File: src/rtl/xor_stream_cipher_core.sv
// xor_stream_cipher_core: serial key/message loader, chunk-wise XOR encryptor
// (static or rolling key) and MSB-first serial ciphertext sender under one FSM.
`default_nettype none

module xor_stream_cipher_core #(
   parameter int MSG_SIZE = 64,
   parameter int KEY_SIZE = 8
) (
   input  logic clk,
   input  logic rst_n,
   input  logic ena,
   input  logic iData_in,
   input  logic iKey_flag,
   input  logic iMsg_flag,
   input  logic iMode,
   output logic oBusy,
   output logic oEnc_status,
   output logic oData_flag,
   output logic oData_out,
   output logic oDone,
   output logic oError
);

   localparam int NCHUNK    = MSG_SIZE / KEY_SIZE;
   localparam int KEY_CNT_W = $clog2(KEY_SIZE) + 1;
   localparam int MSG_CNT_W = $clog2(MSG_SIZE) + 1;
   localparam int CHUNK_W   = $clog2(NCHUNK + 1);

   typedef enum logic [1:0] {
      S_IDLE    = 2'd0,
      S_ENCRYPT = 2'd1,
      S_SEND    = 2'd2,
      S_DONE    = 2'd3
   } state_e;

   state_e                 state_q, state_d;
   logic [KEY_SIZE-1:0]    key_q, key_d;
   logic [KEY_SIZE-1:0]    wkey_q, wkey_d;
   logic [MSG_SIZE-1:0]    msg_q, msg_d;
   logic [MSG_SIZE-1:0]    ct_q, ct_d;
   logic [KEY_CNT_W-1:0]   key_cnt_q, key_cnt_d;
   logic [MSG_CNT_W-1:0]   msg_cnt_q, msg_cnt_d;
   logic [MSG_CNT_W-1:0]   bit_cnt_q, bit_cnt_d;
   logic [CHUNK_W-1:0]     chunk_cnt_q, chunk_cnt_d;
   logic                   key_prev_q, key_prev_d;
   logic                   msg_prev_q, msg_prev_d;
   logic                   mode_q, mode_d;
   logic                   busy_q, busy_d;
   logic                   enc_status_q, enc_status_d;
   logic                   data_flag_q, data_flag_d;
   logic                   data_out_q, data_out_d;
   logic                   done_q, done_d;
   logic                   error_q, error_d;

   always_comb begin
      state_d      = state_q;
      key_d        = key_q;
      wkey_d       = wkey_q;
      msg_d        = msg_q;
      ct_d         = ct_q;
      key_cnt_d    = key_cnt_q;
      msg_cnt_d    = msg_cnt_q;
      bit_cnt_d    = bit_cnt_q;
      chunk_cnt_d  = chunk_cnt_q;
      key_prev_d   = key_prev_q;
      msg_prev_d   = msg_prev_q;
      mode_d       = mode_q;
      busy_d       = busy_q;
      enc_status_d = enc_status_q;
      data_flag_d  = data_flag_q;
      data_out_d   = data_out_q;
      done_d       = done_q;
      error_d      = error_q;

      if (ena) begin
         key_prev_d  = iKey_flag;
         msg_prev_d  = iMsg_flag;
         done_d      = 1'b0;
         error_d     = 1'b0;
         data_flag_d = 1'b0;
         data_out_d  = 1'b0;

         unique case (state_q)
            S_IDLE: begin
               // Key wins when both qualifiers are high; the message holds still.
               if (iKey_flag) begin
                  key_d = {key_q[KEY_SIZE-2:0], iData_in};
                  if (!key_prev_q)
                     key_cnt_d = KEY_CNT_W'(1);
                  else if (key_cnt_q != KEY_CNT_W'(KEY_SIZE))
                     key_cnt_d = key_cnt_q + KEY_CNT_W'(1);
               end else if (iMsg_flag) begin
                  msg_d = {msg_q[MSG_SIZE-2:0], iData_in};
                  if (!msg_prev_q)
                     msg_cnt_d = MSG_CNT_W'(1);
                  else if (msg_cnt_q != MSG_CNT_W'(MSG_SIZE))
                     msg_cnt_d = msg_cnt_q + MSG_CNT_W'(1);
                  if (msg_cnt_d == MSG_CNT_W'(MSG_SIZE)) begin
                     if (key_cnt_q == KEY_CNT_W'(KEY_SIZE)) begin
                        state_d     = S_ENCRYPT;
                        mode_d      = iMode;
                        wkey_d      = key_q;
                        chunk_cnt_d = '0;
                     end else begin
                        error_d   = 1'b1;
                        msg_cnt_d = '0;
                     end
                  end
               end
            end

            S_ENCRYPT: begin
               for (int i = 0; i < NCHUNK; i++) begin
                  if (chunk_cnt_q == CHUNK_W'(i))
                     ct_d[MSG_SIZE-1-i*KEY_SIZE -: KEY_SIZE] =
                        msg_q[MSG_SIZE-1-i*KEY_SIZE -: KEY_SIZE] ^ wkey_q;
               end
               if (mode_q)
                  wkey_d = {wkey_q[KEY_SIZE-2:0], wkey_q[KEY_SIZE-1]};
               if (chunk_cnt_q == CHUNK_W'(NCHUNK - 1)) begin
                  state_d     = S_SEND;
                  chunk_cnt_d = '0;
                  bit_cnt_d   = MSG_CNT_W'(1);
                  data_flag_d = 1'b1;
                  data_out_d  = ct_d[MSG_SIZE-1];
               end else begin
                  chunk_cnt_d = chunk_cnt_q + CHUNK_W'(1);
               end
            end

            S_SEND: begin
               // ct is shifted left as bits leave, so the next bit is always at MSB-1.
               if (bit_cnt_q == MSG_CNT_W'(MSG_SIZE)) begin
                  state_d   = S_DONE;
                  bit_cnt_d = '0;
                  done_d    = 1'b1;
               end else begin
                  data_flag_d = 1'b1;
                  data_out_d  = ct_q[MSG_SIZE-2];
                  ct_d        = {ct_q[MSG_SIZE-2:0], 1'b0};
                  bit_cnt_d   = bit_cnt_q + MSG_CNT_W'(1);
               end
            end

            S_DONE: begin
               state_d   = S_IDLE;
               msg_cnt_d = '0;
            end

            default: state_d = S_IDLE;
         endcase

         busy_d       = (state_d != S_IDLE);
         enc_status_d = (state_d == S_ENCRYPT);
      end
   end

   always_ff @(posedge clk or negedge rst_n) begin
      if (!rst_n) begin
         state_q      <= S_IDLE;
         key_q        <= '0;
         wkey_q       <= '0;
         msg_q        <= '0;
         ct_q         <= '0;
         key_cnt_q    <= '0;
         msg_cnt_q    <= '0;
         bit_cnt_q    <= '0;
         chunk_cnt_q  <= '0;
         key_prev_q   <= 1'b0;
         msg_prev_q   <= 1'b0;
         mode_q       <= 1'b0;
         busy_q       <= 1'b0;
         enc_status_q <= 1'b0;
         data_flag_q  <= 1'b0;
         data_out_q   <= 1'b0;
         done_q       <= 1'b0;
         error_q      <= 1'b0;
      end else begin
         state_q      <= state_d;
         key_q        <= key_d;
         wkey_q       <= wkey_d;
         msg_q        <= msg_d;
         ct_q         <= ct_d;
         key_cnt_q    <= key_cnt_d;
         msg_cnt_q    <= msg_cnt_d;
         bit_cnt_q    <= bit_cnt_d;
         chunk_cnt_q  <= chunk_cnt_d;
         key_prev_q   <= key_prev_d;
         msg_prev_q   <= msg_prev_d;
         mode_q       <= mode_d;
         busy_q       <= busy_d;
         enc_status_q <= enc_status_d;
         data_flag_q  <= data_flag_d;
         data_out_q   <= data_out_d;
         done_q       <= done_d;
         error_q      <= error_d;
      end
   end

   assign oBusy       = busy_q;
   assign oEnc_status = enc_status_q;
   assign oData_flag  = data_flag_q;
   assign oData_out   = data_out_q;
   assign oDone       = done_q;
   assign oError      = error_q;

endmodule

`default_nettype wire

File: config.mk
export PLATFORM = sky130hd
export DESIGN_NAME = xor_stream_cipher_core
export DESIGN_NICKNAME = d
export VERILOG_FILES = /design/src/rtl/xor_stream_cipher_core.sv
export SDC_FILE = /design/constraint.sdc
export NUM_CORES = 1
export LEC_CHECK = 0
export CAP_MARGIN = 25
export CORE_ASPECT_RATIO = 1.25
export CORE_MARGIN = 5
export CORE_UTILIZATION = 55
export DETAILED_ROUTE_END_ITERATION = 8
export MAX_ROUTING_LAYER = met4
export PLACE_DENSITY = 0.74
export SETUP_SLACK_MARGIN = 0.05
export SYNTH_ARGS = -nofsm -noshare
export SYNTH_HDL_FRONTEND = slang
export SYNTH_SLANG_ARGS = --single-unit
File: constraint.sdc
create_clock -name clk -period 2.25 [get_ports clk]
set_input_delay 0.3375 -clock clk [delete_from_list [all_inputs] [get_ports clk]]
set_output_delay 0.3375 -clock clk [all_outputs]
set_load 0.02 [all_outputs]
==> qor.csv, run 1 <==
metric,value,unit
ANT cells,0,
Max Slew Vio Count,0,
switch share,0.316,
WP data arrival,2830,ps
Sink Count,177,
Placed Area,9300,um2
1st-pass router iterations,5,
CP Data Required Time,2590,ps
non-filler cells in the finished layout,1150,
Post-Route Utilization,0.652,
IO Port Bufs,12,
CTS max path bufs,2,
async set or reset register ratio after synthesis,1.00,
Most used DFF post-synth,dfrtp_1,
site row count,51,
Crit Path Class,flop to flop,
routed wire length,18.3,mm
routed len/inst,16.0,um
startpoint types,flop,
Final WS setup,-243,ps
Leak,0.00456,uW
Period minus WS final,2490,ps
DR vias/cell,5.56,
RePlAce Congestion,0.865,
Layout fillers,1229,
Max-Cap Viols,0,
Max Clock Freq,401,MHz
Tightest Pin Transition,820,ps
P per Cell Area,937,nW/um2
max incr delay on CP,540,ps
worst skew pair latency,440,ps
Final #Nets,946,
clock share of power,0.314,
number of synthesized flops with an enable pin,0,
GRT Residual Overflow,0,
layout cells sized above 1,0.192,
unique cell type count in the Yosys netlist,54,
Synth Area per Inst,9.70,um2
vias in the first global route,6227,
Mapped Area,8710,um2
fin area,10100,um2
ANT nets after route,0,
Slew HR,0.453,
violated checks,setup timing,
crit path cell chain,"inv_2, ha_4, nor4b_4, a21oi_1, o41a_1, or4b_4, nor3_4, buf_6, o211ai_1, o311ai_1",
critical path endpoint category,flop,
Layout Skew,10.0,ps
CTS tree,yes,
status,"complete, but fails checks",
Sw Pwr,3000,uW
"Reg clk slew, reported paths",70,ps
final setup violation count,20,
first-pass GRT wire length,30.1,mm
CTS root buf,clkbuf_16,
CP Max Fanout,3,
multi-input combinational cell area,4130,um2
FF/Latch Area,4430,um2
vias,6389,
"Hold Vio Cnt, Final",0,
IO Pins,13,
DRC errors left,0,
Initial Util,0.560,
worst slack at placement,-198,ps
CTS Buf Count,17,
Seq pwr share,0.471,
"Slowest-stage cell, CP",or4b_4,
GRT Total Usage,0.212,
Tot Pwr,9510,uW
RSZ-0062 raised after global routing,true,
Starting DRT DRC Count,459,
initial antenna violation count,0,
htree depth,4,
placed cell count,1109,
Hold WC Path Type,input pin to async pin,
Die Y-Extent,151,um
Cell Int Power,6510,uW
Core Area,15600,um2
worst vdd ir,0.000570,V
Seq cells post-synth,177,
largest net degree at the start of global routing,133,
syn_nets,919,
area added between synthesis and finish,16.5,%
sequential area share after synthesis,0.508,
crit share post-route,1.11,
hpwl dp,11.2,mm
YS warnings,0,
Mapped Cells,898,
Die Area,18500,um2
die width,123,um
combinational power share,0.214,
==> layer usage <==
metal | track usage | part of all wire | vias to the layer above
li1 | - | - | 3117
met1 | 0.263 | 0.44 | 3130
met2 | 0.344 | 0.50 | 112
met3 | 0.0417 | 0.033 | 30
met4 | 0.0818 | 0.024 | 0
met5 | - | 0 | -
==> timing repair <==
| action | CTS | global route |
|---|---|---|
| hold endpoints to repair | 45 | 0 |
| setup buffers | 5 | 0 |
| gates resized for setup | 17 | 16 |
| endpoints found under the setup margin | 26 | 71 |
| pin swaps | 10 | 10 |
| cloned | 2 | 1 |
| hold buffers | 1 | 0 |
==> final timing paths <==
check | startpoint | to | slack [ps] | depth (start not counted)
max in group asynchronous | rst_n | key_q[2] | 1210 | 3
worst max-delay path | msg_cnt_q[0] | oEnc_status | -240 | 10
worst max register to register | msg_cnt_q[0] | oEnc_status | -240 | 10
worst min-delay path | rst_n | msg_cnt_q[4] | 410 | 2
worst min register to register | ct_q[36] | ct_q[36] | 480 | 2
min in group clk | ct_q[36] | ct_q[36] | 480 | 2
==> metrics by stage <==
| step | hold slack [ps] | TNS, ps |
|---|---|---|
| after floorplan | 41.9 | -215 |
| after CTS | 417 | -1780 |
| after global routing | 441 | -5670 |
| after detailed placement | 309 | -2160 |
| final | 408 | -2120 |
| after global placement | 311 | -1180 |
==> sequential cells by signal, indices dropped and copies added (netlist names), 2 cells and up <==
| register | count |
|---|---|
| bit_cnt_q | 7 |
| msg_q | 64 |
| ct_q | 64 |
| key_q | 8 |
| msg_cnt_q | 7 |
| key_cnt_q | 4 |
| wkey_q | 8 |
| chunk_cnt_q | 4 |
| state_q | 2 |
==> critical path, delay by kind of cell (launching register included) <==
kind	cells	cell delay (ps)
buf+inv	2	230
simple gates	3	940
compound gates	4	670
flops	1	410
fa+ha+maj	1	130
==> cell usage after synthesis, drive strengths merged, types with 3 or more instances <==
cell    number  share of area
dfrtp      177           0.51
nand2      136          0.059
o21ai       95          0.055
nor2        77          0.033
a21oi       71          0.041
mux2        67          0.087
xnor2       67          0.067
clkbuf      46          0.020
nand3       24          0.014
inv         22         0.0095
ha          14          0.020
nor3        11         0.0076
and3         9         0.0065
buf          9         0.0055
nand2b       8         0.0057
o31ai        7         0.0060
o32ai        7         0.0070
or3b         5         0.0050
a32o         3         0.0034
nor2b        3         0.0022
o22ai        3         0.0022
xor2         3         0.0030
==> final cells by class <==
| type | instances | area share |
|---|---|---|
| multi-input cells | 644 | 0.407 |
| flip-flops and latches | 177 | 0.436 |
| repair buffers | 63 | 0.0634 |
| clock buffers | 17 | 0.0419 |
| clock inverters | 15 | 0.0170 |
| inverters | 22 | 0.00814 |
| well taps | 212 | 0.0261 |
==> power groups by stage <==
stage	logic, uW	clock network [uW]	registers, uW
2_1_floorplan	1560	0	4220
3_3_place_gp	1860	0	4500
3_5_place_dp	1940	0	4520
4_1_cts	2020	3040	4470
5_1_grt	2360	3170	4570
6_report	2040	2990	4480
==> kinds of logic (layout without fill, tap and decap cells) <==
family	Yosys count	in the layout	synth area share
adder cells (fa/ha/maj)	14	14	0.0201
XOR/XNOR	70	70	0.0704
AO/OA/AOI/OAI	204	204	0.131
multiplexers	69	69	0.0889
buffers and inverters	77	117	0.0348
AND/OR/NAND/NOR	287	287	0.147
flip-flops	177	177	0.508
==> layout by cell type, fill, tap and decap left out, types with 11 or more instances in the layout <==
cell type / n
xnor2_1: 67
o21ai_0: 92
ha_1: 11
nand3_1: 22
clkdlybuf4s50_1: 11
buf_4: 37
nor2_1: 74
nand2_1: 131
clkbuf_16: 19
mux2_2: 66
dfrtp_1: 177
a21oi_1: 70
inv_1: 21
Note: power is estimated with default switching activity, not from simulation.
==> inputs of run 2 (changes only) <==
- CORE_UTILIZATION: 55 -> 57
- PLACE_DENSITY: 0.74 -> 0.76
==> run 2 against run 1 <==
  * Global-route usage rose by 0.75 points
  * Core utilization increased by 2.2 points
  * Clock power is 5% higher
  * Sequential share of layout area up 0.17 points
  * Design area decreased by 0.38%
  * The flow still finishes with violations (setup timing)
  * Clock-buffer cell count unchanged
  * Critical path depth increased by 1
  * Worst hold slack lost 32 ps
==> qor.csv, run 2 (same netlist as run 1, synthesis figures left out) <==
metric,value,unit
Seq pwr share,0.465,
area added between synthesis and finish,16.0,%
P per Cell Area,956,nW/um2
vias,6356,
clock share of power,0.326,
hpwl dp,11.2,mm
worst reg-to-reg path cell count,11,
Layout Skew,8.65,ps
"commonest non-fill, non-tap cell in the layout",dfrtp_1,
Tightest Pin Transition,812,ps
CP Data Required Time,2560,ps
initial antenna violation count,0,
most frequent cells in the layout,"177 x dfrtp_1, 131 x nand2_1, 91 x o21ai_0",
non-filler cells in the finished layout,1120,
biggest registers after layout,"ct_q (64), msg_q (64)",
Leak,0.00456,uW
"Reg clk slew, reported paths",70,ps
layout cells sized above 1,0.195,
Sink Count,177,
worst slack at placement,-189,ps
site row count,50,
Die Area,17900,um2
"Hold Vio Cnt, Final",0,
violated checks,setup timing,
placed cell count,1081,
crit path cell chain,"inv_2, ha_4, nor4b_4, buf_4, a21oi_2, a21oi_4, nor3b_2, a32oi_2, buf_6, o32ai_1, or3b_1",
fin area,10100,um2
Hold WC Path Type,input pin to async pin,
DRC errors left,0,
Initial Util,0.580,
Sw Pwr,2970,uW
WHS,376,ps
Layout fillers,1145,
routed wire length,17.9,mm
vias in the first global route,6370,
Slew HR,0.459,
final setup violation count,17,
die width,121,um
RePlAce Congestion,0.882,
RSZ-0062 raised after global routing,true,
CP endpoint,wkey_q[3],
Starting DRT DRC Count,558,
CTS max path bufs,2,
CTS Buf Count,17,
WP data arrival,2750,ps
max incr delay on CP,420,ps
first-pass GRT wire length,30.6,mm
r2r startpoint,msg_cnt_q[0],
combinational power share,0.210,
Max Clock Freq,410,MHz
R2R Path End,wkey_q[3],
IO Pins,13,
CTS root buf,clkbuf_16,
Core Area,15000,um2
Critical Path Start,msg_cnt_q[0],
htree depth,4,
Die Y-Extent,148,um
ANT cells,0,
largest net degree at the start of global routing,127,
startpoint types,flop,
CP Max Fanout,8,
GRT Residual Overflow,0,
Placed Area,9280,um2
Crit Path Class,flop to flop,
worst vdd ir,0.000553,V
R2R setup slack,-190,ps
ANT nets after route,0,
Max Slew Vio Count,0,
CTS tree,yes,
GRT Total Usage,0.220,
IO Port Bufs,12,
Final WS setup,-191,ps
"Slowest-stage cell, CP",dfrtp_1,
worst skew pair latency,430,ps
Final #Nets,946,
Period minus WS final,2440,ps
status,"complete, but fails checks",
DR vias/cell,5.68,
routed len/inst,16.0,um
crit share post-route,1.08,
Max-Cap Viols,0,
switch share,0.308,
Post-Route Utilization,0.673,
critical path endpoint category,flop,
Cell Int Power,6690,uW
1st-pass router iterations,4,
[run 2: changes by cell type in the layout (fill, tap and decap cells not counted), moves of 2 or more]
cell / change
bufinv_16: +2
clkbuf_16: -2
inv_6: -2
nor3_4: -2
nor3_2: +2
[run 2: worst min path at each step]
stage	slack [ps]	start	end	cells past startpoint
4_1_cts	370	rst_n	oData_flag	2
3_5_place_dp	250	rst_n	msg_cnt_q[6]	1
6_report	380	rst_n	oData_flag	2
3_3_place_gp	250	rst_n	msg_cnt_q[5]	1
2_1_floorplan	40	rst_n	bit_cnt_q[0]	0
5_1_grt	390	rst_n	oData_flag	2
[run 2: critical path: cells and delay by family, from the launching register on]
kind	cells	cell delay [ps]
adder cells (fa/ha/maj)	1	120
AND/OR/NAND/NOR	3	660
flip-flops	1	420
AO/OA/AOI/OAI	4	660
buffers and inverters	3	460
[run 2: power groups by stage]
stage | clock network [uW] | logic [uW] | registers (uW)
5_1_grt | 3340 | 2330 | 4570
3_3_place_gp | 0 | 1850 | 4500
3_5_place_dp | 0 | 1930 | 4530
2_1_floorplan | 0 | 1560 | 4220
6_report | 3150 | 2030 | 4490
4_1_cts | 3190 | 2000 | 4490
[run 2: layout make-up]
type,count,area [um2],share of cell area
flip-flops and latches,177,4430,0.438
multi-input cells,644,4130,0.409
repair buffers,63,604,0.0598
clock buffers,17,425,0.0421
well taps,182,228,0.0225
clock inverters,15,208,0.0205
inverters,22,82.6,0.00817
[run 2: what timing repair did]
item                                    4_1_cts  5_1_grt
gates cloned                                  1        0
hold endpoints to repair                     30        0
endpoints found under the setup margin       19       52
hold buffers                                  1        0
gates resized for setup                      14       22
pin swaps                                    11       13
buffers inserted                              3        2
[run 2: metrics by stage]
| step | TNS [ps] | power (uW) |
|---|---|---|
| floorplan | -215 | 5780 |
| global placement | -1290 | 6350 |
| detailed placement | -2060 | 6460 |
| CTS | -1470 | 9670 |
| global route | -4440 | 10200 |
| finish | -1910 | 9660 |
[run 2: routing by layer]
metal / global-route usage / up-vias / part of all wire
met2: 0.364 / 90 / 0.52
met5: - / - / 0
li1: - / 3121 / -
met3: 0.0456 / 29 / 0.031
met4: 0.0737 / 0 / 0.020
met1: 0.270 / 3116 / 0.43
